## src/rtl/seg_scan_sched.sv

```systemverilog
// Digit scan scheduler for a multiplexed 7-segment display behind an HC595 shifter.
// Snapshots the digit data, decodes one digit per frame and paces frames with a dwell counter.
module seg_scan_sched #(
    parameter int unsigned DIGITS   = 6,
    parameter int unsigned SCAN_DIV = 50000,
    parameter int unsigned CNT_W    = 16
) (
    input  logic                  clk,
    input  logic                  rst,
    input  logic                  en,
    input  logic [4*DIGITS-1:0]   data,
    input  logic [DIGITS-1:0]     dp_mask,
    input  logic                  blank_lz,
    input  logic                  ack,
    output logic                  req,
    output logic [DIGITS-1:0]     sel,
    output logic [7:0]            seg,
    output logic                  busy
);

    localparam int unsigned IDX_W = (DIGITS > 1) ? $clog2(DIGITS) : 1;
    localparam int unsigned DW    = 4 * DIGITS;

    typedef enum logic [1:0] {
        S_IDLE,
        S_LOAD,
        S_REQ,
        S_HOLD
    } state_e;

    state_e             state_q;
    logic [IDX_W-1:0]   idx_q;
    logic [CNT_W-1:0]   cnt_q;
    logic               req_q;
    logic [DIGITS-1:0]  sel_q;
    logic [7:0]         seg_q;
    logic               busy_q;
    logic [DW-1:0]      sh_data_q;
    logic [DIGITS-1:0]  sh_dp_q;
    logic               sh_blz_q;

    logic [DIGITS-1:0]  sel_d;
    logic [7:0]         seg_d;
    logic [3:0]         nib;
    logic               dp_on;
    logic               lz_blank;
    logic               upper_zero;

    assign req  = req_q;
    assign sel  = sel_q;
    assign seg  = seg_q;
    assign busy = busy_q;

    // Frame for the current index, from shadow values only; upper_zero accumulates from the MSD down
    always_comb begin
        nib        = 4'd0;
        dp_on      = 1'b0;
        lz_blank   = 1'b0;
        upper_zero = 1'b1;
        for (int k = int'(DIGITS) - 1; k >= 0; k--) begin
            upper_zero = upper_zero & (sh_data_q[4*k +: 4] == 4'd0);
            if (IDX_W'(k) == idx_q) begin
                nib      = sh_data_q[4*k +: 4];
                dp_on    = sh_dp_q[k];
                lz_blank = sh_blz_q && (k != 0) && upper_zero;
            end
        end
        sel_d = DIGITS'(1) << idx_q;
        case (nib)
            4'h0:    seg_d = 8'hC0;
            4'h1:    seg_d = 8'hF9;
            4'h2:    seg_d = 8'hA4;
            4'h3:    seg_d = 8'hB0;
            4'h4:    seg_d = 8'h99;
            4'h5:    seg_d = 8'h92;
            4'h6:    seg_d = 8'h82;
            4'h7:    seg_d = 8'hF8;
            4'h8:    seg_d = 8'h80;
            4'h9:    seg_d = 8'h90;
            4'hA:    seg_d = 8'h88;
            4'hB:    seg_d = 8'h83;
            4'hC:    seg_d = 8'hC6;
            4'hD:    seg_d = 8'hA1;
            4'hE:    seg_d = 8'h86;
            default: seg_d = 8'h8E;
        endcase
        if (lz_blank) begin
            seg_d[6:0] = 7'h7F;
        end
        seg_d[7] = ~dp_on;
    end

    // Scan FSM with registered outputs
    always_ff @(posedge clk) begin
        if (rst) begin
            state_q   <= S_IDLE;
            idx_q     <= '0;
            cnt_q     <= '0;
            req_q     <= 1'b0;
            sel_q     <= '0;
            seg_q     <= 8'hFF;
            busy_q    <= 1'b0;
            sh_data_q <= '0;
            sh_dp_q   <= '0;
            sh_blz_q  <= 1'b0;
        end else begin
            case (state_q)
                S_IDLE: begin
                    req_q     <= 1'b0;
                    sel_q     <= '0;
                    seg_q     <= 8'hFF;
                    idx_q     <= '0;
                    cnt_q     <= '0;
                    sh_data_q <= data;
                    sh_dp_q   <= dp_mask;
                    sh_blz_q  <= blank_lz;
                    if (en) begin
                        state_q <= S_LOAD;
                        busy_q  <= 1'b1;
                    end else begin
                        busy_q  <= 1'b0;
                    end
                end
                S_LOAD: begin
                    if (!en) begin
                        state_q <= S_IDLE;
                        busy_q  <= 1'b0;
                    end else begin
                        sel_q   <= sel_d;
                        seg_q   <= seg_d;
                        req_q   <= 1'b1;
                        state_q <= S_REQ;
                    end
                end
                S_REQ: begin
                    // A dropped enable only takes effect once the shifter has latched the frame
                    if (ack) begin
                        req_q <= 1'b0;
                        cnt_q <= '0;
                        if (en) begin
                            state_q <= S_HOLD;
                        end else begin
                            state_q <= S_IDLE;
                            busy_q  <= 1'b0;
                        end
                    end
                end
                S_HOLD: begin
                    if (!en) begin
                        state_q <= S_IDLE;
                        busy_q  <= 1'b0;
                    end else if (cnt_q == CNT_W'(SCAN_DIV - 1)) begin
                        cnt_q   <= '0;
                        state_q <= S_LOAD;
                        if (idx_q == IDX_W'(DIGITS - 1)) begin
                            idx_q     <= '0;
                            sh_data_q <= data;
                            sh_dp_q   <= dp_mask;
                            sh_blz_q  <= blank_lz;
                        end else begin
                            idx_q <= idx_q + IDX_W'(1);
                        end
                    end else begin
                        cnt_q <= cnt_q + CNT_W'(1);
                    end
                end
                default: begin
                    state_q <= S_IDLE;
                    busy_q  <= 1'b0;
                end
            endcase
        end
    end

endmodule

```

## config.mk

```make
export PLATFORM = sky130hd
export DESIGN_NAME = seg_scan_sched
export DESIGN_NICKNAME = d
export VERILOG_FILES = /design/src/rtl/seg_scan_sched.sv
export SDC_FILE = /design/constraint.sdc
export NUM_CORES = 1
export LEC_CHECK = 0
export CAP_MARGIN = 10
export CORE_UTILIZATION = 56
export CTS_BUF_LIST = sky130_fd_sc_hd__clkbuf_4 sky130_fd_sc_hd__clkbuf_8
export DETAILED_ROUTE_END_ITERATION = 6
export PLACE_DENSITY = 0.82
export SYNTH_ARGS = -nofsm -noshare
export SYNTH_HDL_FRONTEND = slang
export SYNTH_SLANG_ARGS = --single-unit
```

## constraint.sdc

```tcl
create_clock -name clk -period 8.1 [get_ports clk]
set_clock_uncertainty 0.1 [all_clocks]
set_input_delay 1.62 -clock clk [delete_from_list [all_inputs] [get_ports clk]]
set_output_delay 1.62 -clock clk [all_outputs]
set_load 0.01 [all_outputs]
```

==> summary.txt, run 1 <==
Global routing
  • Number of global-route vias before repair: 2,698
  • Largest net degree at the start of global routing: 56
  • Overall routing resource usage: 24.42%
  • Number of antenna violations at the first check in global routing: 0
  • First-pass GRT wire length: ~12,000 um
  • GR Overflow Total: 0

Setup path
  • Series of cell instances along the critical path: clkdlybuf4s50_1 > inv_1 > nor2_1 > a21oi_1 > nor2_4 > mux2i_1 > nor2_1
  • Data required time at the worst endpoint: ~8.2 ns
  • Signal arrival time at the worst endpoint: ~3.9 ns
  • Maximum single-stage delay on the critical path: 0.83 ns
  • Worst reg-to-reg setup slack: about 4.5 ns
  • Kind of end point of the critical path: flip-flop
  • CP most frequent cell: sky130_fd_sc_hd__nor2_1
  • Highest net fanout along the worst path: 31
  • Element type at the critical path start: primary input
  • Worst Path Class, Setup: primary input to flip-flop
  • Slowest-stage cell, CP: sky130_fd_sc_hd__nor2_4
  • Largest delay contributor family on the critical path: simple AND/OR/NAND/NOR gates
  • Number of buffers and inverters on the critical path: 2

STA
  • Post-layout worst setup margin: ~4.3 ns
  • Pin slew with the least headroom to its limit: ~1.1 ns
  • Highest attainable clock frequency: approximately 270 MHz
  • Count of final setup violators: 0
  • Post-layout min period: roughly 3.8 ns
  • Hold violation total from the final report: 0
  • Final number of max-transition violations: 0
  • Headroom to the max-slew limit: between 20 and 30%
  • Final Cycle Share: 46.58%
  • Unrepaired setup endpoints after global routing: false
  • Total negative slack: 0 ns

Final layout
  • Final standard cell count with taps included and fillers excluded: between 400 and 500
  • FILL cells: ~480
  • Commonest cells after routing, fill and taps aside: 69 x sky130_fd_sc_hd__nor2_1, 68 x sky130_fd_sc_hd__dfxtp_1, 49 x sky130_fd_sc_hd__clkdlybuf4s50_1
  • Final-stage net count: between 400 and 500
  • Leading cell type in the layout, fill and taps excluded: sky130_fd_sc_hd__nor2_1
  • Diodes inserted: 0
  • Layout cells sized above 1: 8.768%
  • Post-synthesis to final-layout area growth: 20.36%

Die
  • Number of top-level design ports: 51
  • Site row count: 28
  • Total Die Area: 6462 um^2
  • Y dimension of the die: roughly 80 um
  • Die Wd: between 80 and 90 um
  • Effective utilization at floorplan: between 50% and 60%
  • Core Area: between 5000 and 6000 um^2

Yosys
  • Share of flip-flops with an asynchronous set or reset after synthesis: 0%
  • Mean area per synthesized cell: roughly 9 um^2
  • Number of library cell types mapped by synthesis: 63
  • Number of flip-flops and latches in the synthesized netlist: between 60 and 70
  • Most frequently used flop master after synthesis: sky130_fd_sc_hd__dfxtp_1
  • Post-synthesis cell count: 377
  • Post-synth net total: around 420
  • EDFF count, synth: 0
  • Sequential-to-total area share from yosys stat: between 30% and 40%
  • Syn Std Cell Area: between 3000 and 4000 um^2
  • Warnings from Yosys: 0

Place
  • Port buffer count: 50
  • Placer's final routability congestion estimate: 0.8040
  • Detailed placer's ending HPWL: 5031 um
  • Number of placed cells counting well taps: ~480
  • Minimum setup slack after placement: 3.932 ns

Clock network
  • TritonCTS clock tree: done
  • # Post-CTS Setup Buffers: 0
  • Clock latency at the later pin of the worst-skew pair: ~0.35 ns
  • Number of buffers on the longest clock path: 2
  • Number of CTS-inserted buffers: 9
  • Buffer type at the clock tree root: sky130_fd_sc_hd__clkbuf_8
  • H-tree level count: 3
  • CTS hold repair buffers: 0
  • # resized after CTS: 0
  • CTS clock-pin slew for the worst setup and hold paths: 0.07 ns
  • TritonCTS Sinks: around 70

Route
  • Average wire length per cell after detail routing: approximately 15 um
  • Post-route ant nets: 0
  • Vias: about 2,900
  • Total routed wirelength: between 7000 and 8000 um
  • DRC violations left: 0
  • Pre-Repair DR Iteration Count: 4
  • Iteration-0 DRC count of the detailed router: between 100 and 150
  • Vias per Instance: roughly 5.8

Pwr
  • Cell internal pwr: roughly 600 uW
  • Peak VDD IR: 0.2023 mV
  • Reg power frac: a little under half
  • Combinational group share of total power: 12.7%
  • Switching share of total power: 24.51%
  • Fraction of power consumed by the clock network: between 40% and 50%
  • Pwr Total: a little under 800 uW
  • Power per unit of standard cell area: roughly 190 nW/um^2
  • Sw Pwr: between 150 and 200 uW
  • Leakage dissipation: around 0.0017 uW

Hold path
  • Worst hold path class: flip-flop to flip-flop

Flow run
  • Max-cap viol count: 0

Outcome
  • Result of the run: finished clean
## kinds of logic (layout without fill, tap and decap cells)
family / Yosys count / after routing / share of synthesized area [%]
fa+ha+maj: 9 / 9 / 3.273
simple gates: 141 / 141 / 20.25
mux: 45 / 45 / 13.89
xor+xnor: 15 / 15 / 3.818
buf+inv: 35 / 80 / 5.309
compound gates: 64 / 64 / 13.89
flops: 68 / 68 / 39.56
## through the flow
stage          hold slack, ns  cell area, um^2  util, %
3_5_place_dp           0.3507             3911    66.06
4_1_cts                0.3664             4141    69.95
3_3_place_gp           0.3488             3911    66.06
2_1_floorplan          0.3515             3441        -
6_report               0.3623             4141    69.95
5_1_grt                0.3900             4141    69.95
## sequential cells by signal, summed over array words and instances (netlist names)
signal	cells
cnt_q	16
sh_dp_q	6
busy	1
sel	6
state_q	2
sh_data_q	24
req	1
idx_q	3
seg	8
sh_blz_q	1
## synthesized netlist by cell type, types with 4 or more instances
master / count / area, um^2
sky130_fd_sc_hd__ha_1: 9 / 112.6
sky130_fd_sc_hd__nor3b_1: 4 / 30.03
sky130_fd_sc_hd__nor4_1: 6 / 37.54
sky130_fd_sc_hd__mux2i_1: 38 / 380.4
sky130_fd_sc_hd__inv_1: 12 / 45.04
sky130_fd_sc_hd__dfxtp_1: 68 / 1361
sky130_fd_sc_hd__o21bai_1: 4 / 30.03
sky130_fd_sc_hd__and2_1: 5 / 31.28
sky130_fd_sc_hd__a22oi_1: 4 / 30.03
sky130_fd_sc_hd__nor2_1: 70 / 262.8
sky130_fd_sc_hd__a21oi_1: 15 / 75.07
sky130_fd_sc_hd__nor3_1: 5 / 25.02
sky130_fd_sc_hd__o21ai_0: 8 / 40.04
sky130_fd_sc_hd__o22ai_1: 4 / 25.02
sky130_fd_sc_hd__nand4_1: 5 / 31.28
sky130_fd_sc_hd__xor2_1: 8 / 70.07
sky130_fd_sc_hd__mux2_2: 5 / 56.30
sky130_fd_sc_hd__buf_4: 6 / 45.04
sky130_fd_sc_hd__clkbuf_1: 8 / 30.03
sky130_fd_sc_hd__xnor2_1: 7 / 61.31
sky130_fd_sc_hd__nand3_1: 7 / 35.03
sky130_fd_sc_hd__nand2_1: 16 / 60.06
sky130_fd_sc_hd__buf_2: 4 / 20.02
## worst min-delay path, delay by kind of cell (launching register included)
family	cells	cell delay [ns]
AO/OA/AOI/OAI	1	0.05
flip-flops	1	0.32
AND/OR/NAND/NOR	1	0.05
## power groups by stage
stage	clock network (uW)	registers, uW	logic, uW
2_1_floorplan	0	365	69.3
3_3_place_gp	0	369	95.9
3_5_place_dp	0	369	98.9
4_1_cts	324	362	99.7
5_1_grt	337	364	109
6_report	317	362	98.9
## final cells by class
cell class | count | area [um^2] | area share (%)
clock buffers | 11 | 145.1 | 3.505
multi-input cells | 274 | 1904 | 45.98
clock inverters | 5 | 85.08 | 2.054
well taps | 75 | 93.84 | 2.266
inverters | 13 | 48.80 | 1.178
flip-flops and latches | 68 | 1361 | 32.87
repair buffers | 51 | 503.0 | 12.15
## path summary, 6_finish.rpt
check | cells past startpoint | end | from
setup / recovery | 7 | sh_data_q[0]$_SDFFE_PP0P_ | en
hold / removal | 2 | sel[4]$_SDFFE_PP0P_ | sel[4]$_SDFFE_PP0P_
setup reg to reg | 9 | seg[3]$_SDFFE_PP1P_ | idx_q[1]$_SDFFE_PP0P_
hold reg to reg | 2 | sel[4]$_SDFFE_PP0P_ | sel[4]$_SDFFE_PP0P_
## routing by layer
metal / wire length [um] / vias to the layer above / share of wire (%) / global-route usage, %
li1: - / 1424 / - / -
met1: 3269 / 1391 / 45 / 29.79
met2: 3590 / 60 / 49 / 40.68
met3: 324 / 11 / 4.4 / 6.932
met4: 129 / 0 / 1.8 / 8.750
met5: 0 / - / 0 / 0
No activity file was read; power rests on OpenSTA's default activity.
==> inputs of run 2 (changes only) <==
Settings changed: CORE_UTILIZATION 56 to 51, PLACE_DENSITY 0.82 to 0.79.
Clock period 8.1 ns to 3.2 ns, I/O delays scaled along.
==> run 2 against run 1 <==
Against the previous run: the flow now finishes with violations (design-rule violations); total power grew 140%; global-route usage shrank 1.2 points; worst hold slack gained 0.017 ns; final cell count grew 1.2%; highest routed layer unchanged.
==> summary.txt, run 2 (synthesis gave the netlist of run 1 again) <==
Outcome
  • Result of the run: finished, violations left
  • Violations in the final reports: design-rule violations

Place
  • Number of placed cells counting well taps: 488
  • Placer's final routability congestion estimate: between 0.8 and 0.9
  • Port buffer count: 50
  • Dpl cell area: about 4000 um^2
  • Detailed placer's ending HPWL: around 5400 um

Final layout
  • Leading cell type in the layout, fill and taps excluded: sky130_fd_sc_hd__nor2_1
  • Commonest cells after routing, fill and taps aside: 69 x sky130_fd_sc_hd__nor2_1, 68 x sky130_fd_sc_hd__dfxtp_1, 49 x sky130_fd_sc_hd__clkdlybuf4s50_1
  • Post-synthesis to final-layout area growth: 20.95%
  • Number of flip-flops under the largest register name: 24
  • Final-stage net count: about 470
  • Final standard cell count with taps included and fillers excluded: 503
  • Layout cells sized above 1: ~9.9%
  • FILL cells: roughly 520
  • Area of combinational cells with multiple inputs: roughly 1900 um^2
  • Diodes inserted: 0
  • Final Cell Area: between 4000 and 5000 um^2
  • Most flops, register: sh_data_q
  • Sequential cell area: about 1400 um^2

STA
  • Final Cycle Share: 89.53%
  • Headroom to the max-slew limit: 52.02%
  • Pin slew with the least headroom to its limit: approximately 0.72 ns
  • Final number of max-transition violations: 0
  • Highest attainable clock frequency: 349.0 MHz
  • Hold violation total from the final report: 0
  • Count of final setup violators: 0
  • Hold slack final: around 0.38 ns
  • Post-layout min period: 2.865 ns
  • Total negative slack: 0 ns
  • Unrepaired setup endpoints after global routing: false

Route
  • DRC violations left: 10
  • Post-route ant nets: 0
  • Iteration-0 DRC count of the detailed router: 178
  • Vias: between 2,000 and 3,000
  • Average wire length per cell after detail routing: around 15 um
  • Pre-Repair DR Iteration Count: 6
  • Total routed wirelength: approximately 7700 um
  • Vias per Instance: approximately 5.8

Clock network
  • TritonCTS Sinks: 68
  • Number of buffers on the longest clock path: 2
  • H-tree level count: 3
  • Buffer type at the clock tree root: sky130_fd_sc_hd__clkbuf_8
  • Number of CTS-inserted buffers: 9
  • CTS clock-pin slew for the worst setup and hold paths: approximately 0.070 ns
  • TritonCTS clock tree: done
  • Clock latency at the later pin of the worst-skew pair: 0.35 ns

Setup path
  • Worst Path Class, Setup: flip-flop to flip-flop
  • Worst reg-to-reg setup slack: ~0.34 ns
  • Element type at the critical path start: flip-flop
  • Worst flop-to-flop path startpoint: idx_q[2]$_SDFFE_PP0P_
  • FF-to-FF End: seg[3]$_SDFFE_PP1P_
  • Startpoint of the most critical setup path: idx_q[2]$_SDFFE_PP0P_
  • Data required time at the worst endpoint: 3.34 ns
  • Highest net fanout along the worst path: 9
  • Signal arrival time at the worst endpoint: around 3.0 ns
  • Kind of end point of the critical path: flip-flop
  • Logic depth of the worst register-to-register path: 9

Global routing
  • Number of antenna violations at the first check in global routing: 0
  • Routing usage on met2: 37.48%
  • First-pass GRT wire length: approximately 13,000 um
  • GR Overflow Total: 0
  • Met3 demand-to-capacity share in global routing: 5.015%
  • Most used routing layer in global routing: met2
  • Met1 Track Usage GR: between 20% and 30%
  • Number of global-route vias before repair: between 2,000 and 3,000
  • Largest net degree at the start of global routing: 42
  • Overall routing resource usage: 23.23%

Die
  • Y dimension of the die: between 80 and 90 um
  • Number of top-level design ports: 51
  • Effective utilization at floorplan: 53.57%
  • Die Wd: between 80 and 90 um
  • Total Die Area: slightly above 7000 um^2
  • Site row count: 29
  • Core Area: 6422 um^2

Hold path
  • Min-delay src: busy$_SDFFE_PP0P_
  • Hold Crit Depth: 2
  • Worst hold path class: flip-flop to flip-flop
  • Min-Delay Endpoint: busy$_SDFFE_PP0P_

Pwr
  • Leakage dissipation: around 0.0017 uW
  • Peak VDD IR: around 0.34 mV
  • Pwr Total: approximately 1900 uW
  • Power per unit of standard cell area: between 400 and 500 nW/um^2

Flow run
  • Max-cap viol count: 0
==> run 2: cell types whose count changed in the layout (fill, tap and decap cells not counted), sizes merged <==
cell / change
bufinv: -2
buf: +4
clkinvlp: -1
clkinv: -1
clkbuf: +4
==> run 2: routing by layer <==
layer / up-vias / part of all wire, %
met5: - / 0
met1: 1374 / 45
li1: 1436 / -
met4: 0 / 1.9
met3: 14 / 5.3
met2: 87 / 48
==> run 2: what timing repair did <==
action / 4_1_cts / 5_1_grt
hold buffers: 0 / 0
setup endpoints to repair: 0 / 1
resized for setup: 0 / 1
setup buffers: 0 / 0
==> run 2: where the power goes <==
part | switching, uW | internal [uW] | leakage [uW]
sequential | 32.1 | 885 | 0.000557
combinational | 120 | 136 | 0.00104
clock | 313 | 370 | 0.000102
==> run 2: worst max path at each step <==
stage,to,slack [ns],cells past startpoint
after floorplan,seg[3]$_SDFFE_PP1P_,0.11,13
after global placement,seg[3]$_SDFFE_PP1P_,0.48,9
after detailed placement,seg[3]$_SDFFE_PP1P_,0.30,9
after CTS,seg[3]$_SDFFE_PP1P_,0.27,9
after global routing,seg[3]$_SDFFE_PP1P_,0.15,9
final,seg[3]$_SDFFE_PP1P_,0.34,9
==> run 2: per-stage QoR <==
stage	setup slack [ns]	utilization, %
floorplan	0.1113	-
global placement	0.4805	61.72
finish	0.3350	64.80
global route	0.1516	64.80
CTS	0.2680	64.70
detailed placement	0.2986	61.72
==> run 2: critical path, cell delays in order (launching register included) <==
cell and delay (ns):
sky130_fd_sc_hd__dfxtp_1 0.32, sky130_fd_sc_hd__inv_1 0.18, sky130_fd_sc_hd__ha_1 0.37, sky130_fd_sc_hd__or3b_4 0.22
sky130_fd_sc_hd__nor2_1 0.06, sky130_fd_sc_hd__o32ai_2 0.47, sky130_fd_sc_hd__inv_2 0.13, sky130_fd_sc_hd__ha_1 0.26
sky130_fd_sc_hd__mux4_1 0.49, sky130_fd_sc_hd__o32a_1 0.16
==> run 2: layout make-up <==
type                       instances  area share [%]
multi-input combinational        274           45.91
tap                               77           2.315
clock buffer                      14           4.480
timing repair buffer              56           13.29
inverter                          13           1.173
sequential                        68           32.71
clock inverter                     1          0.1203
